File: src/rtl/parking_payment.sv
// -----------------------------------------------------------------------------
// parking_payment
//
// Converts a check-out parking duration into a fee, collects coins until the
// fee is covered, reports change and holds the exit gate open for a fixed
// number of clock cycles. A driver may cancel while paying and receives a
// refund of everything inserted. Only one transaction is in flight at a time.
//
// Fee = RATE per started UNIT-long block beyond the first GRACE time units.
//
// Ports
//   i_clk         system clock, rising edge
//   i_reset       synchronous, active-high reset
//   i_start       1-cycle checkout pulse, i_use_time valid with it
//   i_use_time    parking duration (11 bits)
//   i_coin_valid  1-cycle pulse, coin inserted
//   i_coin_value  coin value, valid with i_coin_valid
//   i_cancel      driver aborts the payment (honoured only while paying)
//   o_busy        high in any state other than IDLE
//   o_fee_due     computed fee, held until the next accepted start
//   o_paid        coins accumulated in the current transaction
//   o_change      change (after done) or refund amount (after refund)
//   o_gate_open   high while the exit gate is held open
//   o_done        1-cycle pulse when the gate closes and the FSM returns idle
//   o_refund      1-cycle pulse after a cancel; o_change holds the refund
//
// state | meaning
// IDLE  | waiting for a checkout pulse
// CALC  | one billing block added to the fee per cycle
// PAY   | accepting coins until the fee is covered, or cancel
// GATE  | exit gate held open for GATE_CYCLES cycles
// -----------------------------------------------------------------------------
module parking_payment #(
    parameter int GRACE       = 15,
    parameter int UNIT        = 60,
    parameter int RATE        = 20,
    parameter int FEE_W       = 14,
    parameter int GATE_CYCLES = 100
) (
    input  logic             i_clk,
    input  logic             i_reset,
    input  logic             i_start,
    input  logic [10:0]      i_use_time,
    input  logic             i_coin_valid,
    input  logic [7:0]       i_coin_value,
    input  logic             i_cancel,
    output logic             o_busy,
    output logic [FEE_W-1:0] o_fee_due,
    output logic [FEE_W-1:0] o_paid,
    output logic [FEE_W-1:0] o_change,
    output logic             o_gate_open,
    output logic             o_done,
    output logic             o_refund
);

    localparam int CNT_W = (GATE_CYCLES > 1) ? $clog2(GATE_CYCLES) : 1;

    localparam logic [10:0]      GRACE_V  = 11'(GRACE);
    localparam logic [10:0]      UNIT_V   = 11'(UNIT);
    localparam logic [FEE_W:0]   RATE_V   = (FEE_W+1)'(RATE);
    localparam logic [CNT_W-1:0] CNT_LOAD = CNT_W'(GATE_CYCLES - 1);

    typedef enum logic [1:0] {
        S_IDLE = 2'd0,
        S_CALC = 2'd1,
        S_PAY  = 2'd2,
        S_GATE = 2'd3
    } state_t;

    state_t           r_state,    w_state_nxt;
    logic [10:0]      r_rem,      w_rem_nxt;
    logic [FEE_W-1:0] r_fee_due,  w_fee_nxt;
    logic [FEE_W-1:0] r_paid,     w_paid_nxt;
    logic [FEE_W-1:0] r_change,   w_change_nxt;
    logic [CNT_W-1:0] r_gate_cnt, w_gate_cnt_nxt;
    logic             r_done,     w_done_nxt;
    logic             r_refund,   w_refund_nxt;

    // Datapath helpers: all sums carry one extra bit so saturation is a
    // simple check of the carry-out.
    logic [FEE_W-1:0] w_coin_ext;
    logic [FEE_W:0]   w_pay_full;
    logic [FEE_W-1:0] w_pay_sum;
    logic [FEE_W:0]   w_ref_full;
    logic [FEE_W-1:0] w_ref_sum;
    logic [FEE_W:0]   w_fee_full;
    logic [FEE_W-1:0] w_fee_sum;
    logic [10:0]      w_rem_start;
    logic [10:0]      w_rem_step;

    assign w_coin_ext  = {{(FEE_W-8){1'b0}}, i_coin_value};

    assign w_pay_full  = {1'b0, r_paid} + {1'b0, w_coin_ext};
    assign w_pay_sum   = w_pay_full[FEE_W] ? '1 : w_pay_full[FEE_W-1:0];

    // Refund includes a coin dropped in the same cycle as the cancel.
    assign w_ref_full  = {1'b0, r_paid} +
                         (i_coin_valid ? {1'b0, w_coin_ext} : '0);
    assign w_ref_sum   = w_ref_full[FEE_W] ? '1 : w_ref_full[FEE_W-1:0];

    assign w_fee_full  = {1'b0, r_fee_due} + RATE_V;
    assign w_fee_sum   = w_fee_full[FEE_W] ? '1 : w_fee_full[FEE_W-1:0];

    assign w_rem_start = (i_use_time > GRACE_V) ? (i_use_time - GRACE_V) : '0;
    assign w_rem_step  = (r_rem > UNIT_V) ? (r_rem - UNIT_V) : '0;

    // State and datapath registers
    always_ff @(posedge i_clk) begin
        if (i_reset) begin
            r_state    <= S_IDLE;
            r_rem      <= '0;
            r_fee_due  <= '0;
            r_paid     <= '0;
            r_change   <= '0;
            r_gate_cnt <= '0;
            r_done     <= 1'b0;
            r_refund   <= 1'b0;
        end else begin
            r_state    <= w_state_nxt;
            r_rem      <= w_rem_nxt;
            r_fee_due  <= w_fee_nxt;
            r_paid     <= w_paid_nxt;
            r_change   <= w_change_nxt;
            r_gate_cnt <= w_gate_cnt_nxt;
            r_done     <= w_done_nxt;
            r_refund   <= w_refund_nxt;
        end
    end

    // Next-state and next-datapath logic
    always_comb begin
        w_state_nxt    = r_state;
        w_rem_nxt      = r_rem;
        w_fee_nxt      = r_fee_due;
        w_paid_nxt     = r_paid;
        w_change_nxt   = r_change;
        w_gate_cnt_nxt = r_gate_cnt;
        w_done_nxt     = 1'b0;
        w_refund_nxt   = 1'b0;

        case (r_state)
            S_IDLE: begin
                if (i_start) begin
                    w_rem_nxt    = w_rem_start;
                    w_fee_nxt    = '0;
                    w_paid_nxt   = '0;
                    w_change_nxt = '0;
                    w_state_nxt  = S_CALC;
                end
            end

            S_CALC: begin
                if (r_rem == '0) begin
                    if (r_fee_due == '0) begin
                        // Within the grace period: open the gate directly.
                        w_gate_cnt_nxt = CNT_LOAD;
                        w_state_nxt    = S_GATE;
                    end else begin
                        w_state_nxt    = S_PAY;
                    end
                end else begin
                    w_fee_nxt = w_fee_sum;
                    w_rem_nxt = w_rem_step;
                end
            end

            S_PAY: begin
                if (i_cancel) begin
                    w_change_nxt = w_ref_sum;
                    w_refund_nxt = 1'b1;
                    w_state_nxt  = S_IDLE;
                end else if (i_coin_valid) begin
                    w_paid_nxt = w_pay_sum;
                    if (w_pay_sum >= r_fee_due) begin
                        w_change_nxt   = w_pay_sum - r_fee_due;
                        w_gate_cnt_nxt = CNT_LOAD;
                        w_state_nxt    = S_GATE;
                    end
                end
            end

            S_GATE: begin
                // Counter runs CNT_LOAD..0, giving GATE_CYCLES open cycles.
                if (r_gate_cnt == '0) begin
                    w_done_nxt  = 1'b1;
                    w_state_nxt = S_IDLE;
                end else begin
                    w_gate_cnt_nxt = r_gate_cnt - 1'b1;
                end
            end

            default: begin
                w_state_nxt = S_IDLE;
            end
        endcase
    end

    assign o_busy      = (r_state != S_IDLE);
    assign o_gate_open = (r_state == S_GATE);
    assign o_fee_due   = r_fee_due;
    assign o_paid      = r_paid;
    assign o_change    = r_change;
    assign o_done      = r_done;
    assign o_refund    = r_refund;

endmodule

File: config.mk
export PLATFORM = sky130hd
export DESIGN_NAME = parking_payment
export DESIGN_NICKNAME = d
export VERILOG_FILES = /design/src/rtl/parking_payment.sv
export SDC_FILE = /design/constraint.sdc
export NUM_CORES = 1
export LEC_CHECK = 0
export CAP_MARGIN = 20
export CORE_MARGIN = 4
export CORE_UTILIZATION = 37
export CTS_CLUSTER_DIAMETER = 100
export DETAILED_ROUTE_END_ITERATION = 6
export PLACE_DENSITY = 0.64
export SLEW_MARGIN = 40
export SYNTH_ARGS = -nofsm -noshare
export SYNTH_HDL_FRONTEND = slang
export SYNTH_SLANG_ARGS = --single-unit
File: constraint.sdc
create_clock -name i_clk -period 4.72 [get_ports i_clk]
set_clock_uncertainty 0.15 [all_clocks]
set_input_delay 0.944 -clock i_clk [delete_from_list [all_inputs] [get_ports i_clk]]
set_output_delay 0.944 -clock i_clk [all_outputs]
set_load 0.02 [all_outputs]
# After elaboration in Yosys (flattened, before gate mapping)

Cells that the tools add are included.

Latch bits: 0
Bits in writable memories: 0
Bits in registers: 64
Memories: 0
ROM bits: 0

Divide/modulo/power cells: 0
Equality and inequality tests: 14
Reduce and logical (&&, ||, !) cells: 15
Muxes and demuxes: 36
Bitwise operators: 2
Multiply operators: 0
$add $sub $neg: 7
Shift operators: 0
$lt $le $gt $ge: 3

Operators by type and width:

| operator                                                                          | count |
|---|---|
| 14-bit two-way mux                                                                | 10 |
| 14-bit case mux with 2 select lines                                               | 3 |
| 11-bit two-way mux                                                                | 4 |
| 7-bit two-way mux                                                                 | 6 |
| 14-bit by 8-bit adder with 15-bit output                                          | 2 |
| 11-bit case mux with 2 select lines                                               | 1 |
| 7-bit case mux with 3 select lines                                                | 1 |
| 2-bit != test (second input constant)                                             | 8 |
| 14-bit by 5-bit adder with 15-bit output (second input constant)                  | 1 |
| 14-bit greater-or-equal comparator                                                | 1 |
| 14-bit zero test                                                                  | 1 |
| 14-bit subtractor                                                                 | 1 |
| 2-bit two-way mux                                                                 | 6 |
| 11-bit by 4-bit greater-than comparator with 1-bit output (second input constant) | 1 |
| 11-bit by 6-bit greater-than comparator with 1-bit output (second input constant) | 1 |
| 11-bit zero test                                                                  | 1 |
| 11-bit by 4-bit subtractor with 11-bit output (second input constant)             | 1 |
| 11-bit by 6-bit subtractor with 11-bit output (second input constant)             | 1 |
| 8-bit two-way mux                                                                 | 1 |
| 2-bit case mux with 4 select lines                                                | 1 |
| 4-bit AND reduction                                                               | 2 |
| 7-bit zero test                                                                   | 1 |
| 7-bit AND reduction                                                               | 1 |
| 7-bit by 1-bit subtractor with 7-bit output (second input constant)               | 1 |
| 12 further kinds                                                                  | 20 |

# Depth between registers and ports, before layout

Depth in word-level cells: 7
Gate-level depth with buffers: 17
Depth with buffers taken out: 17

# Worst setup path after synthesis

OpenSTA, ideal clock, no wires.

Path type: input to register
Start point: input port i_coin_value[0]
End point: register r_gate_cnt[5]
Buffers on the path: 0
Required time: 4.479 ns
Data arrival time: 4.197 ns
Path slack: 0.282 ns
Stages on the path: 15
Setup time: 0.091 ns
Cell sequence: ha_1 fa_1 a21oi_1 o21bai_1 a21oi_1 nor3_1 nand3_1 mux2_2 ha_1 nand2_1 or3_4 o211ai_4 o2111a_4 a21oi_2 a311oi_1

Cells in the longest elaborated chain, start to end: 5

RTL lines:

| item                                     | line | RTL |
|---|---|---|
| from (decl)                              | 45   | `input logic [7:0] i_coin_value,` |
| 14-bit by 8-bit adder with 15-bit output | 93   | `assign w_pay_full = {1'b0, r_paid} + {1'b0, w_coin_ext};` |
| 14-bit two-way mux                       | 94   | `assign w_pay_sum = w_pay_full[FEE_W] ? '1 : w_pay_full[FEE_W-1:0];` |
| 14-bit greater-or-equal comparator       | 174  | `if (w_pay_sum >= r_fee_due) begin` |
| 2-bit != test (no source line)           | -    |  |
| 7-bit AND reduction (no source line)     | -    |  |
| to (signal assigned)                     | 124  | `r_gate_cnt <= w_gate_cnt_nxt;` |
| to (decl)                                | 75   | `logic [CNT_W-1:0] r_gate_cnt, w_gate_cnt_nxt;` |

Every way passes these cells.
A chain may end at the register's enable or synchronous reset.

# Worst setup path after layout

Start point: input port i_coin_value[7]
End point: register r_gate_cnt[2]

The elaborated chain is that of the path after synthesis.

==> PnR_summary.wiki <==
{| class="wikitable"
! Metric !! Value
|-
| Syn. warnings || 0
|-
| End of the worst register-to-register path || r_gate_cnt[2]
|-
| Clk slew on worst S/H paths || 0.06 ns
|-
| Crit path to || r_gate_cnt[2]
|-
| Post-detail-place hpwl || 12.5 mm
|-
| Cell depth of the worst flop-to-flop path || 17
|-
| Status || finished, final reports clean
|-
| Family with the most delay on the worst path || simple AND/OR/NAND/NOR gates
|-
| Detailed-route DRC error count || 0
|-
| Cells along the critical path || clkdlybuf4s50_1, ha_1, or4_4, a21oi_2, buf_4, nor3_4, nand3_1, mux2_2, ha_1, nand2_1, or3_4, o211ai_4, o2111a_4, buf_4, a21bo_2, a21oi_1
|-
| Nature of the critical path endpoint || flop
|-
| All-layer global routing usage || 0.201
|-
| Total wire length after detailed routing || 16.2 mm
|-
| Routed via count divided by cell count || 5.54
|-
| Setup violation total in the final timing report || 0
|-
| Maximum clock frequency || 0.216 GHz
|-
| IO Count || 70
|-
| Final Hold Violating Endpoints || 0
|-
| Slew Limit Fails || 0
|-
| Antenna violations before repair || 0
|-
| Fraction of the cycle the final worst path needs || 0.983
|-
| Global-route wire length before repair || 26.3 mm
|-
| Most instantiated flip-flop cell in the synthesis netlist || sky130_fd_sc_hd__dfxtp_1
|-
| Async S/R FF share, synth || 0
|-
| Power Total || 2.54 mW
|-
| Remaining global-route overflow || 0
|-
| Crit path largest cell delay || 0.55 ns
|-
| Number of synthesized register bits || 63
|-
| Initial Utilization || 0.383
|-
| Number of global-route vias before repair || 5,279
|-
| Worst-case hold slack || 0.301 ns
|-
| Total die area || 15,800 um2
|-
| Final Net Count || 861
|-
| Die outline width || 126 um
|-
| Number of cells in the design after placement || 959
|-
| Filler cell count || 1,332
|-
| Number of iterations in the first detailed-routing pass || 5
|-
| Kind of start point of the critical path || input port
|-
| ANT cells || 0
|-
| Reg-to-reg setup timing slack || 0.73 ns
|-
| Final non-filler cell total || 978
|-
| Clock H-tree levels || 3
|-
| Path length in cells of the critical path || 16
|-
| Deepest clock path buffer count || 2
|-
| Synthesized netlist net count || 732
|-
| Via count || 5,421
|-
| Count of port buffers added during placement || 69
|-
| Commonest cells after routing, fill and taps aside || sky130_fd_sc_hd__buf_4 (79), sky130_fd_sc_hd__nand2_1 (75), sky130_fd_sc_hd__clkdlybuf4s50_1 (66)
|-
| Placeable Area || 13,400 um2
|-
| Power density relative to cell area || 372 nW/um2
|-
| Per-instance average area after synthesis || 7.68 um2
|-
| CTS root buffer || sky130_fd_sc_hd__clkbuf_16
|-
| Type of the worst min-delay path || flop to flop
|-
| Worst path required time || 4.77 ns
|-
| Sequential area share after synthesis || 0.246
|-
| Clock latency of the later-clocked register in the worst-skew pair || 0.34 ns
|-
| Max-capacitance violation count || 0
|-
| Start-to-end type of the worst setup path || input port to flop
|-
| Sinks on Clock Net || 63
|-
| Number of buffers added to fix hold violations after cts || 0
|-
| Inserted Clock Buffers || 9
|-
| Worst Path Arrival || 4.69 ns
|-
| Crit path max-delay cell type || sky130_fd_sc_hd__or4_4
|-
| Pin count of the biggest net entering global routing || 58
|-
| DR WL/cell || 16.6 um
|-
| Final worst path period need || 4.64 ns
|-
| Count of buffer and inverter cells on the critical path || 3
|-
| LEAKAGE || 2.73 nW
|-
| Worst-path fanout max || 7
|-
| Layout cells sized above 1 || 0.167
|-
| Critical register-to-register path startpoint || o_paid[1]
|-
| Number of different library cells in the post-synthesis netlist || 73
|-
| Max VDD drop || 0.000274 V
|-
| Startpoint of the most critical setup path || i_coin_value[7]
|-
| Most common cell after layout, fill and taps aside || sky130_fd_sc_hd__buf_4
|-
| Headroom to the max-slew limit || 0.517
|-
| Cell count after synthesis || 668
|-
| Count of nets left with antenna violations after detail routing || 0
|-
| Gpl congestion || 0.915
|-
| Post-Syn Area || 5130 um2
|-
| Number of enable-type register cells in the synthesized netlist || 0
|-
| Die extent in y || 126 um
|-
| TritonCTS clock tree || built
|-
| Area grow syn2layout || 33.3%
|-
| Number of placement rows || 42
|-
| DRC marker count from the first detailed-route iteration || 365
|-
| Worst slew pin tran || 0.723 ns
|}
-- cells in the mapped netlist, types with 4 or more instances --
master | count | area share
sky130_fd_sc_hd__and2_1 | 11 | 0.013
sky130_fd_sc_hd__nand2_1 | 75 | 0.055
sky130_fd_sc_hd__ha_1 | 37 | 0.090
sky130_fd_sc_hd__a21o_1 | 11 | 0.016
sky130_fd_sc_hd__o21ai_0 | 50 | 0.049
sky130_fd_sc_hd__buf_6 | 6 | 0.013
sky130_fd_sc_hd__nor4_1 | 12 | 0.015
sky130_fd_sc_hd__nand3_1 | 19 | 0.019
sky130_fd_sc_hd__o2111ai_1 | 6 | 0.010
sky130_fd_sc_hd__o21bai_1 | 6 | 0.0088
sky130_fd_sc_hd__nor3_1 | 21 | 0.020
sky130_fd_sc_hd__xor2_1 | 14 | 0.024
sky130_fd_sc_hd__a31oi_1 | 5 | 0.0061
sky130_fd_sc_hd__nand2b_1 | 15 | 0.018
sky130_fd_sc_hd__and3_1 | 7 | 0.0085
sky130_fd_sc_hd__and4_1 | 4 | 0.0068
sky130_fd_sc_hd__nand4_1 | 8 | 0.0098
sky130_fd_sc_hd__a22oi_1 | 7 | 0.010
sky130_fd_sc_hd__dfxtp_1 | 63 | 0.25
sky130_fd_sc_hd__nor2_1 | 45 | 0.033
sky130_fd_sc_hd__inv_1 | 32 | 0.023
sky130_fd_sc_hd__a21oi_1 | 70 | 0.068
sky130_fd_sc_hd__xnor2_1 | 18 | 0.031
sky130_fd_sc_hd__buf_2 | 7 | 0.0068
sky130_fd_sc_hd__a211oi_1 | 7 | 0.010
sky130_fd_sc_hd__a32o_1 | 4 | 0.0078
sky130_fd_sc_hd__nor2b_1 | 10 | 0.012
sky130_fd_sc_hd__clkbuf_1 | 16 | 0.012
-- metal layers --
metal / vias to the layer above / routed length, um / track usage
met5: - / 0 / 0
met4: 0 / 157 / 0.0389
met3: 13 / 771 / 0.0398
met2: 132 / 7360 / 0.323
met1: 2554 / 7910 / 0.280
li1: 2722 / - / -
-- worst reg2reg max path: stages (launching register included) --
cell,delay [ns]
sky130_fd_sc_hd__dfxtp_1,0.49
sky130_fd_sc_hd__ha_1,0.29
sky130_fd_sc_hd__a21o_1,0.17
sky130_fd_sc_hd__a21oi_1,0.19
sky130_fd_sc_hd__o21bai_1,0.15
sky130_fd_sc_hd__a21oi_1,0.18
sky130_fd_sc_hd__buf_4,0.16
sky130_fd_sc_hd__nor3_2,0.05
sky130_fd_sc_hd__xnor2_1,0.18
sky130_fd_sc_hd__nand2_1,0.10
sky130_fd_sc_hd__ha_1,0.33
sky130_fd_sc_hd__nand2_1,0.10
sky130_fd_sc_hd__or3_4,0.40
sky130_fd_sc_hd__o211ai_4,0.32
sky130_fd_sc_hd__o2111a_4,0.30
sky130_fd_sc_hd__buf_4,0.13
sky130_fd_sc_hd__a21bo_2,0.11
sky130_fd_sc_hd__a21oi_1,0.05
-- layout make-up --
type / count / area, um2 / share of cell area
multi-input cells: 543 / 3680 / 0.539
repair buffers: 148 / 1280 / 0.188
flip-flops and latches: 63 / 1260 / 0.185
clock buffers: 11 / 233 / 0.0341
well taps: 176 / 220 / 0.0322
inverters: 32 / 120 / 0.0176
clock inverters: 5 / 35.0 / 0.00513
-- flip-flops by register name, indices dropped and copies added, names as in the netlist --
signal	count
o_paid	14
r_rem	11
r_gate_cnt	7
o_change	14
o_fee_due	13
o_refund	1
o_done	1
r_state	2
-- power by group --
part           switching (mW)  internal, mW
Combinational           0.668         0.520
Sequential              0.126         0.614
Clock                   0.256         0.355
Total                    1.05          1.49
-- worst min path at each step --
stage | from | to | cells past startpoint
after floorplan | r_gate_cnt[4] | r_gate_cnt[4] | 1
after global routing | o_change[5] | o_change[5] | 2
final | o_change[4] | o_change[4] | 2
after detailed placement | o_change[4] | o_change[4] | 2
after CTS | o_change[4] | o_change[4] | 2
after global placement | o_change[3] | o_change[3] | 2
-- per-stage QoR --
stage	setup TNS (ns)	setup WS (ns)	utilization	area, um2
global route	-0.00396	-0.00308	0.510	6830
floorplan	0	0.282	-	5130
finish	0	0.0808	0.510	6830
CTS	0	0.0141	0.503	6740
detailed placement	-7.17	-0.393	0.480	6440
global placement	-5.36	-0.318	0.480	6440
-- kinds of logic (layout without fill, tap and decap cells) --
| kind of cell | Yosys count | in the layout | synth area share |
|---|---|---|---|
| AND/OR/NAND/NOR | 254 | 254 | 0.258 |
| multiplexers | 4 | 4 | 0.00830 |
| AO/OA/AOI/OAI | 213 | 213 | 0.274 |
| adder cells (fa/ha/maj) | 40 | 40 | 0.102 |
| XOR/XNOR | 32 | 32 | 0.0547 |
| flip-flops | 63 | 63 | 0.246 |
| buffers and inverters | 62 | 196 | 0.0566 |
-- timing repair --
| item | CTS | global route |
|---|---|---|
| pin swaps | 4 | 11 |
| endpoints found under the setup margin | 11 | 20 |
| gates resized for setup | 8 | 12 |
| setup buffers | 0 | 3 |
Note: power is estimated with default switching activity, not from simulation.
